### src/rtl/uart_rx_fifo_pkg.sv
// ----------------------------------------------------------------------------
// uart_rx_fifo_pkg
// Shared definitions for the uart receive buffer and its I/O decode:
//   - memory-mapped register addresses (data / status)
//   - status word bit positions
//   - ingest FSM state encoding
//   - pack_status(): assembles the 16-bit status word
// ----------------------------------------------------------------------------
package uart_rx_fifo_pkg;

  // I/O decode addresses of the receive buffer registers.
  localparam logic [15:0] UART_DATA_ADDR = 16'h0001;
  localparam logic [15:0] UART_STAT_ADDR = 16'h0002;

  // Status word layout: {ovf, full, empty, 5'b0, count[7:0]}.
  localparam int STAT_OVF   = 15;
  localparam int STAT_FULL  = 14;
  localparam int STAT_EMPTY = 13;

  // Ingest FSM: one byte per rx_new high period, acknowledged exactly once.
  typedef enum logic [1:0] {
    ST_IDLE     = 2'd0,
    ST_ACK      = 2'd1,
    ST_WAIT_LOW = 2'd2
  } ingest_state_t;

  function automatic logic [15:0] pack_status(input logic       ovf,
                                              input logic       full,
                                              input logic       empty,
                                              input logic [7:0] count);
    logic [15:0] s;
    s             = '0;
    s[STAT_OVF]   = ovf;
    s[STAT_FULL]  = full;
    s[STAT_EMPTY] = empty;
    s[7:0]        = count;
    return s;
  endfunction

endpackage

### src/rtl/uart_rx_fifo_sync_fifo.sv
// ----------------------------------------------------------------------------
// sync_fifo
// Single-clock FIFO, 2**DEPTH_LOG2 entries of WIDTH bits. Reusable by any
// receive buffer (uart now, spi later).
//   clk      in   clock, rising edge
//   rst      in   synchronous active-high reset (pointers/count only)
//   push     in   write wr_data; accepted when not full, or when a pop
//                 happens in the same cycle
//   pop      in   remove head; ignored when empty
//   wr_data  in   WIDTH   data to write
//   full     out  count == depth
//   empty    out  count == 0
//   count    out  DEPTH_LOG2+1 bits, current occupancy
//   head     out  WIDTH   oldest entry (undefined when empty)
// ----------------------------------------------------------------------------
module sync_fifo #(
  parameter int WIDTH      = 8,
  parameter int DEPTH_LOG2 = 4
) (
  input  logic                  clk,
  input  logic                  rst,
  input  logic                  push,
  input  logic                  pop,
  input  logic [WIDTH-1:0]      wr_data,
  output logic                  full,
  output logic                  empty,
  output logic [DEPTH_LOG2:0]   count,
  output logic [WIDTH-1:0]      head
);

  localparam int DEPTH = 1 << DEPTH_LOG2;
  localparam logic [DEPTH_LOG2:0]   CNT_ONE  = {{DEPTH_LOG2{1'b0}}, 1'b1};
  localparam logic [DEPTH_LOG2:0]   CNT_FULL = {1'b1, {DEPTH_LOG2{1'b0}}};
  localparam logic [DEPTH_LOG2-1:0] PTR_ONE  = CNT_ONE[DEPTH_LOG2-1:0];

  logic [WIDTH-1:0]      mem [DEPTH];
  logic [DEPTH_LOG2-1:0] wr_ptr;
  logic [DEPTH_LOG2-1:0] rd_ptr;
  logic [DEPTH_LOG2:0]   cnt;
  logic                  pop_ok;
  logic                  push_ok;

  assign empty   = (cnt == '0);
  assign full    = (cnt == CNT_FULL);
  assign count   = cnt;
  assign head    = mem[rd_ptr];

  // A pop on a full FIFO frees the slot the simultaneous push writes into.
  assign pop_ok  = pop && !empty;
  assign push_ok = push && (!full || pop_ok);

  // NOTE: sequential state uses non-blocking assignments so every flop
  // samples pre-edge values regardless of statement order.
  always_ff @(posedge clk) begin
    if (rst) begin
      wr_ptr <= '0;
      rd_ptr <= '0;
      cnt    <= '0;
    end else begin
      if (push_ok) wr_ptr <= wr_ptr + PTR_ONE;
      if (pop_ok)  rd_ptr <= rd_ptr + PTR_ONE;
      case ({push_ok, pop_ok})
        2'b10:   cnt <= cnt + CNT_ONE;
        2'b01:   cnt <= cnt - CNT_ONE;
        default: cnt <= cnt;
      endcase
    end
  end

  // NOTE: storage is deliberately not reset; empty/count already mask stale
  // entries and a resettable array would stop it mapping onto RAM.
  always_ff @(posedge clk) begin
    if (push_ok) mem[wr_ptr] <= wr_data;
  end

endmodule

### src/rtl/uart_rx_fifo.sv
// ----------------------------------------------------------------------------
// uart_rx_fifo
// Receive buffer between the uart receiver and the CPU I/O decode.
// Synchronises the uart's rx_new level, ingests one byte per high period,
// queues it in sync_fifo and presents registered head/status words.
//   cpu_clk  in   sole clock, rising edge
//   rst      in   synchronous active-high reset
//   rx_data  in   8   byte from uart, stable while rx_new high
//   rx_new   in   uart byte-available level (asynchronous to cpu_clk)
//   rx_ack   out  one-cycle acknowledge per accepted (or dropped) byte
//   pop      in   data-register read-done strobe; removes head
//   clr_ovf  in   status-register write strobe; clears overflow flag
//   rd_data  out  8   head byte, 8'h00 when empty (registered)
//   status   out  16  {ovf, full, empty, 5'b0, count[7:0]} (registered)
//   irq      out  occupancy interrupt
// Build option: define RXFIFO_IRQ_EN to drive irq = registered
// (count >= IRQ_LEVEL); otherwise irq is tied low.
// ----------------------------------------------------------------------------
module uart_rx_fifo
  import uart_rx_fifo_pkg::*;
#(
  parameter int DEPTH_LOG2  = 4,
  parameter int SYNC_STAGES = 2,
  parameter int IRQ_LEVEL   = 1
) (
  input  logic        cpu_clk,
  input  logic        rst,
  input  logic [7:0]  rx_data,
  input  logic        rx_new,
  output logic        rx_ack,
  input  logic        pop,
  input  logic        clr_ovf,
  output logic [7:0]  rd_data,
  output logic [15:0] status,
  output logic        irq
);

  if (SYNC_STAGES < 2) begin : g_bad_sync
    $error("uart_rx_fifo: SYNC_STAGES must be >= 2");
  end
  if (DEPTH_LOG2 < 1 || DEPTH_LOG2 > 7) begin : g_bad_depth
    $error("uart_rx_fifo: DEPTH_LOG2 must be 1..7 to fit the 8-bit count field");
  end
  if (IRQ_LEVEL < 1 || IRQ_LEVEL > (1 << DEPTH_LOG2)) begin : g_bad_irq
    $error("uart_rx_fifo: IRQ_LEVEL must be 1..2**DEPTH_LOG2");
  end

  logic [SYNC_STAGES-1:0] sync_q;
  logic                   rn_s;
  ingest_state_t          state_q;
  ingest_state_t          state_d;
  logic                   fifo_push;
  logic                   ovf_set;
  logic                   ovf_q;
  logic                   fifo_full;
  logic                   fifo_empty;
  logic [DEPTH_LOG2:0]    fifo_count;
  logic [7:0]             fifo_head;
  logic [7:0]             rd_data_q;
  logic                   full_q;
  logic                   empty_q;
  logic [7:0]             count_q;

  // rx_new crosses clock domains; only the last stage is used.
  always_ff @(posedge cpu_clk) begin
    if (rst) sync_q <= '0;
    else     sync_q <= {sync_q[SYNC_STAGES-2:0], rx_new};
  end
  assign rn_s = sync_q[SYNC_STAGES-1];

  always_ff @(posedge cpu_clk) begin
    if (rst) state_q <= ST_IDLE;
    else     state_q <= state_d;
  end

  // NOTE: every output of this block gets a default before the case so no
  // path leaves a variable unassigned and a latch is never inferred.
  always_comb begin
    state_d   = state_q;
    fifo_push = 1'b0;
    ovf_set   = 1'b0;
    unique case (state_q)
      ST_IDLE: begin
        if (rn_s) begin
          fifo_push = 1'b1;
          // A full FIFO drops the byte unless a pop frees a slot this cycle.
          ovf_set   = fifo_full && !pop;
          state_d   = ST_ACK;
        end
      end
      ST_ACK:      state_d = ST_WAIT_LOW;
      ST_WAIT_LOW: if (!rn_s) state_d = ST_IDLE;
      default:     state_d = ST_IDLE;
    endcase
  end

  // The ACK state lasts exactly one cycle, so the acknowledge is a clean
  // registered pulse.
  assign rx_ack = (state_q == ST_ACK);

  sync_fifo #(
    .WIDTH      (8),
    .DEPTH_LOG2 (DEPTH_LOG2)
  ) u_fifo (
    .clk     (cpu_clk),
    .rst     (rst),
    .push    (fifo_push),
    .pop     (pop),
    .wr_data (rx_data),
    .full    (fifo_full),
    .empty   (fifo_empty),
    .count   (fifo_count),
    .head    (fifo_head)
  );

  // Set wins over clear so an overflow in the clearing cycle is not lost.
  always_ff @(posedge cpu_clk) begin
    if (rst)          ovf_q <= 1'b0;
    else if (ovf_set) ovf_q <= 1'b1;
    else if (clr_ovf) ovf_q <= 1'b0;
  end

  // Registered bus-facing copies: no combinational path from pop to outputs.
  always_ff @(posedge cpu_clk) begin
    if (rst) begin
      rd_data_q <= '0;
      full_q    <= 1'b0;
      empty_q   <= 1'b1;
      count_q   <= '0;
    end else begin
      rd_data_q <= fifo_empty ? 8'h00 : fifo_head;
      full_q    <= fifo_full;
      empty_q   <= fifo_empty;
      count_q   <= 8'(fifo_count);
    end
  end

  assign rd_data = rd_data_q;
  assign status  = pack_status(ovf_q, full_q, empty_q, count_q);

`ifdef RXFIFO_IRQ_EN
  localparam logic [DEPTH_LOG2:0] IRQ_THRESH = (DEPTH_LOG2 + 1)'(IRQ_LEVEL);
  logic irq_q;

  always_ff @(posedge cpu_clk) begin
    if (rst) irq_q <= 1'b0;
    else     irq_q <= (fifo_count >= IRQ_THRESH);
  end
  assign irq = irq_q;
`else
  assign irq = 1'b0;
`endif

endmodule

### config.mk
export PLATFORM = sky130hd
export DESIGN_NAME = uart_rx_fifo
export DESIGN_NICKNAME = d
export VERILOG_FILES = /design/src/rtl/uart_rx_fifo_pkg.sv /design/src/rtl/uart_rx_fifo_sync_fifo.sv /design/src/rtl/uart_rx_fifo.sv
export SDC_FILE = /design/constraint.sdc
export NUM_CORES = 1
export LEC_CHECK = 0
export BUFFER_PORTS_ARGS = -buffer_cell sky130_fd_sc_hd__buf_2
export CAP_MARGIN = 10
export CORE_MARGIN = 5
export CORE_UTILIZATION = 50
export DETAILED_ROUTE_END_ITERATION = 7
export GPL_ROUTABILITY_DRIVEN = 1
export PLACE_DENSITY_LB_ADDON = 0.2
export SLEW_MARGIN = 25
export SYNTH_ARGS = -nofsm -noshare
export SYNTH_HDL_FRONTEND = slang
export SYNTH_HIERARCHICAL = 1
export SYNTH_SLANG_ARGS = --single-unit
### constraint.sdc
create_clock -name cpu_clk -period 3.05 [get_ports cpu_clk]
set_input_delay 0.305 -clock cpu_clk [delete_from_list [all_inputs] [get_ports cpu_clk]]
set_output_delay 0.305 -clock cpu_clk [all_outputs]
set_load 0.1 [all_outputs]
Yosys cells after proc, flatten, opt, wreduce, memory -nomap -nowiden

Memories as Yosys holds them, arrays and structs flattened. A register that Yosys moved wholly into a read port is not among the register bits.
Cells that the tools add are included.

Add/sub/neg operators: 4
Reduce and logical (&&, ||, !) cells: 13
Multiplexer cells: 12
Eq/ne operators: 7

Operator list:

| kind                                                | number |
|---|---|
| case mux 5 bit (2 select lines)                     | 1 |
| adder 4 x 1 -> 4 bit, second input constant         | 2 |
| 2-to-1 mux 1 bit                                    | 8 |
| case mux 2 bit (3 select lines)                     | 1 |
| adder 5 x 1 -> 5 bit, second input constant         | 1 |
| equality test 5 bit, second input constant          | 1 |
| logical NOT 5 bit                                   | 1 |
| subtractor 5 x 1 -> 5 bit, second input constant    | 1 |
| equality test 2 x 1 -> 1 bit, second input constant | 2 |
| equality test 2 bit, second input constant          | 2 |
| 2-to-1 mux 2 bit                                    | 2 |
| inequality test 2 bit, second input constant        | 2 |
| nonzero test 2 bit                                  | 2 |
| logical AND 1 bit                                   | 3 |
| logical NOT 1 bit                                   | 3 |
| logical NOT 2 bit                                   | 1 |
| AND reduction 2 bit                                 | 1 |
| OR reduction 2 bit                                  | 1 |
| logical OR 1 bit                                    | 1 |

Memories kept: 1
Output and inout bits: 26
Input port bits: 13
Word-level logic and storage cells: 47
Register bits: 28
Memory bits (writable): 128

Memories:

| memory     | words | width | read ports | clocked after memory_dff | write ports | line                         | RTL |
|---|---|---|---|---|---|---|---|
| u_fifo.mem | 16    | 8     | 1          | 1                        | 1           | uart_rx_fifo_sync_fifo.sv:36 | `logic [WIDTH-1:0] mem [DEPTH];` |

Longest topological paths before layout

Depth in word-level cells: 7
Depth in mapped cells: 10

Hierarchy

Netlist, hierarchy kept.

Modules (own cells, without submodules):

| module       | sequential area each (um^2) | times used | area each (um^2) | cells each |
|---|---|---|---|---|
| sync_fifo    | 4184.0                      | 1          | 5858.1           | 326 |
| uart_rx_fifo | 400.4                       | 1          | 676.9            | 62 |

Least setup slack after synthesis

No wires, ideal clock.

Path type: register to register
Start: reg u_fifo.cnt[0], in the netlist u_fifo/count[0]
End: reg u_fifo.cnt[4], in the netlist u_fifo/count[4]
Setup slack: 570 ps
Arrival time: 2346 ps
Cell stages (with the launch flop): 9
Cell sequence: dfxtp_1 or4_4 o21ai_2 inv_1 ha_1 nand2b_1 o2bb2ai_1 a2111oi_0 or4_1

Cells in the longest elaborated chain, start to end: 7
Elaborated cells between the ends (all ways): 13
Classes of those cells: add/sub: 2; eq/ne: 3; mux: 1; reduce/logical: 7

Ends and longest elaborated chain:

| item                                                                  | line                         | RTL |
|---|---|---|
| from (decl)                                                           | uart_rx_fifo_sync_fifo.sv:39 | `logic [DEPTH_LOG2:0] cnt;` |
| from (signal assigned)                                                | uart_rx_fifo_sync_fifo.sv:63 | `2'b10: cnt <= cnt + CNT_ONE;` |
| from (signal assigned)                                                | uart_rx_fifo_sync_fifo.sv:64 | `2'b01: cnt <= cnt - CNT_ONE;` |
| from (signal assigned)                                                | uart_rx_fifo_sync_fifo.sv:65 | `default: cnt <= cnt;` |
| logical NOT 5 bit                                                     | uart_rx_fifo_sync_fifo.sv:43 | `assign empty = (cnt == '0);` |
| logical NOT 1 bit                                                     | uart_rx_fifo_sync_fifo.sv:49 | `assign pop_ok = pop && !empty;` |
| logical AND 1 bit                                                     | uart_rx_fifo_sync_fifo.sv:49 |  |
| logical OR 1 bit                                                      | uart_rx_fifo_sync_fifo.sv:50 | `assign push_ok = push && (!full \|\| pop_ok);` |
| logical AND 1 bit                                                     | uart_rx_fifo_sync_fifo.sv:50 |  |
| equality test 2 x 1 -> 1 bit or equality test 2 bit (tied branches)   | uart_rx_fifo_sync_fifo.sv:62 | `case ({push_ok, pop_ok})` |
| case mux 5 bit (2 select lines) or nonzero test 2 bit (tied branches) | -                            |  |

Several ways; a longest one is shown, not always the timed one.
A chain may end at the register's enable or synchronous reset.

Worst setup path after layout

Same ends and word-level chain as after synthesis.

==> results.yml <==
outcome:
  status: "completed"
die:
  fp.dieH_um: 124
  core_area_mm2: 0.0127
  fp.dieArea_mm2: 0.0155
  die_w_um: 124
  initial_core_util_pct: 51.4
  pin_count: 39
  rows: 41
synth:
  syn_inst: 388
  synth_flop_cell: "edfxtp_1"
  synthArstFlopShare_pct: 0
  yosysSeqAreaShare_pct: 70.2
  yosysTopAreaCellShare_pct: 58.8
  ys_ff_latch: 165
  yosys.area.top_type: "edfxtp_1"
  synth_most_common_cell: "edfxtp_1"
  ys_top_cells_by_count: "edfxtp_1 (128), dfxtp_1 (37), mux4_2 (32)"
  synth_cell_types: 49
  synth_edf_count: 128
  syn_area_per_cell_um2: 16.8
  yosysWarnings: 6
  synth.area.top_cells: "edfxtp_1 (59%), dfxtp_1 (11%), mux4_2 (11%)"
  syn_area_mm2: 0.00654
clock_network:
  cts.sinks: 165
  cts_max_path_buffers: 2
  cts_resized: 0
  clk_pin_slew_worst_paths_ns: 0.07
  cts_max_level: 4
  cts_hold_buf: 0
  cts-root-buf: "clkbuf_16"
  clock_latency_ns: 0.42
  cts_tree: "yes"
  cts_buffers: 17
  postCtsSetupRepairBufs: 0
cells_and_area:
  areaGrowthSynthToFinish_pct: 13.0
  stdcell_count: 606
  diodes: 0
  drive_gt1_share_pct: 24.4
  layout.nets: 443
pwr:
  p_seq_share_pct: 43.0
  vdd_drop_max_uv: 489
  power.static_leakage_nw: 2.58
  p_per_area_mw_per_mm2: 833
  comb_power_share_pct: 24.1
  switching_share_pct: 31.7
  internal_power_mw: 4.20
  power.share.clock_pct: 32.9
  switchingPower_mw: 1.95
timing:
  relSlewSlack_pct: 48.4
  final-setup-viol-count: 0
  worstMarginPinSlew_ns: 0.772
  hold_viol: 0
  drv_slew: 0
  fin_tns_setup_ns: 0
  fmax_mhz: 347
  min_period_ns: 2.88
  fin_skew_ns: 0.0151
  rsz0062_at_grt: "false"
  finalCritPeriodShare_pct: 94.4
drt:
  vias: 3355
  drc_errors: 0
  drt_first_pass_iters: 5
  detail-route-antenna-nets: 0
  vias_per_cell: 5.54
  totalWireLength_um: 12400
  wl_per_cell_um: 20.4
  drt_iter0_drc: 221
worst_setup_path:
  cpPeakStageDelay_ns: 0.64
  path_cells: "or4_4 -> o21ai_2 -> inv_1 -> ha_1 -> o2bb2ai_1 -> a2111oi_0 -> or4_1"
  crit_type: "register to register"
  critPathRequiredTime_ns: 3.35
  startpoint_type: "register"
  cp-end-kind: "register"
  crit_slowest_cell: "or4_4"
  cp-startpoint: "u_fifo/count[0]"
  crit_arrival_ns: 3.18
  critPathMaxFanout: 11
  r2r-start: "u_fifo/count[0]"
min_path:
  hold_path.class: "primary input to register"
  min_from: "rx_new"
grt:
  grtUsageTotal_pct: 16.7
  grt_max_degree: 33
  grt_pass1_wl_um: 19500
  grt_overflow: 0
  antenna_found_initial: 0
  first_global_vias: 3440
place:
  portBuffers: 29
  dp_hpwl_um: 7690
  placed_cells: 574
  gp_congestion: 0.788
flow_run:
  drv_cap: 0
## stage by stage
step	setup slack [ns]	instance area, um^2	utilization [%]	power [mW]	hold WS [ns]
floorplan	0.570	6570	-	3.94	0.377
global placement	0.365	6820	53.6	4.14	0.422
detailed placement	0.223	6820	53.6	4.18	0.423
CTS	0.218	7380	58.0	6.20	0.0781
global route	0.0249	7380	58.0	6.42	0.0994
finish	0.171	7380	58.0	6.15	0.0936
## area by class of cell
cell class | instances | area, um^2
sequential | 165 | 4590
fill | 1026 | 5340
timing repair buffer | 35 | 203
tap | 172 | 215
clock inverter | 15 | 140
inverter | 12 | 45.0
clock buffer | 17 | 425
multi-input combinational | 190 | 1770
## registers in the layout, summed over array words and instances, names as in the netlist, named ones only
register and cells:
u_fifo/count 5, sync_q 2, state_q 2, empty_q 1
ovf_q 1, u_fifo/rd_ptr 4, count_q 5, u_fifo/mem 128
full_q 1, u_fifo/wr_ptr 4, rd_data 8
## layer usage
layer  GRT usage, %  vias up  part of all wire (%)
met3           4.33        5                   5.3
met4           6.19        0                  0.78
met2           27.7       96                    52
met1           21.3     1715                    42
li1               -     1539                     -
met5              0        -                     0
## cells by family after synthesis
logic type | synth area share [%]
AO/OA/AOI/OAI | 4.29
XOR/XNOR | 0.804
adder cells (fa/ha/maj) | 1.84
buffers and inverters | 3.24
flip-flops | 70.2
multiplexers | 11.8
other | 0.0574
AND/OR/NAND/NOR | 7.81
## final timing paths
path                endpoint  depth (start not counted)  slack [ns]
min                sync_q[0]                          2        0.09
min reg2reg        sync_q[1]                          1        0.43
max          u_fifo/count[4]                          7        0.17
max reg2reg  u_fifo/count[4]                          7        0.17
## power by group through the flow
stage / clock, mW / combinational (mW) / sequential (mW)
5_1_grt: 2.18 / 1.58 / 2.67
6_report: 2.02 / 1.48 / 2.64
3_3_place_gp: 0 / 1.46 / 2.68
3_5_place_dp: 0 / 1.49 / 2.69
4_1_cts: 2.06 / 1.50 / 2.65
2_1_floorplan: 0 / 0.890 / 3.05
## worst max-delay path: cells and delay by family (launching register included)
family                     cells  cell delay [ns]
adders and majority gates      1             0.35
DFF                            1             0.37
buffers and inverters          1             0.19
AOI/OAI and AO/OA              3             0.66
and+or+nand+nor                2             1.18
## placed cells by master, fill, tap and decap left out, types with 12 or more instances in the layout
cell type and instances:
nor2b_1 13, and3_1 12, buf_2 29, inv_1 12
dfxtp_1 36, mux4_2 32, edfxtp_1 128, clkbuf_16 17
a22oi_1 16, nor2_1 21
No activity file was read; power rests on OpenSTA's default activity.
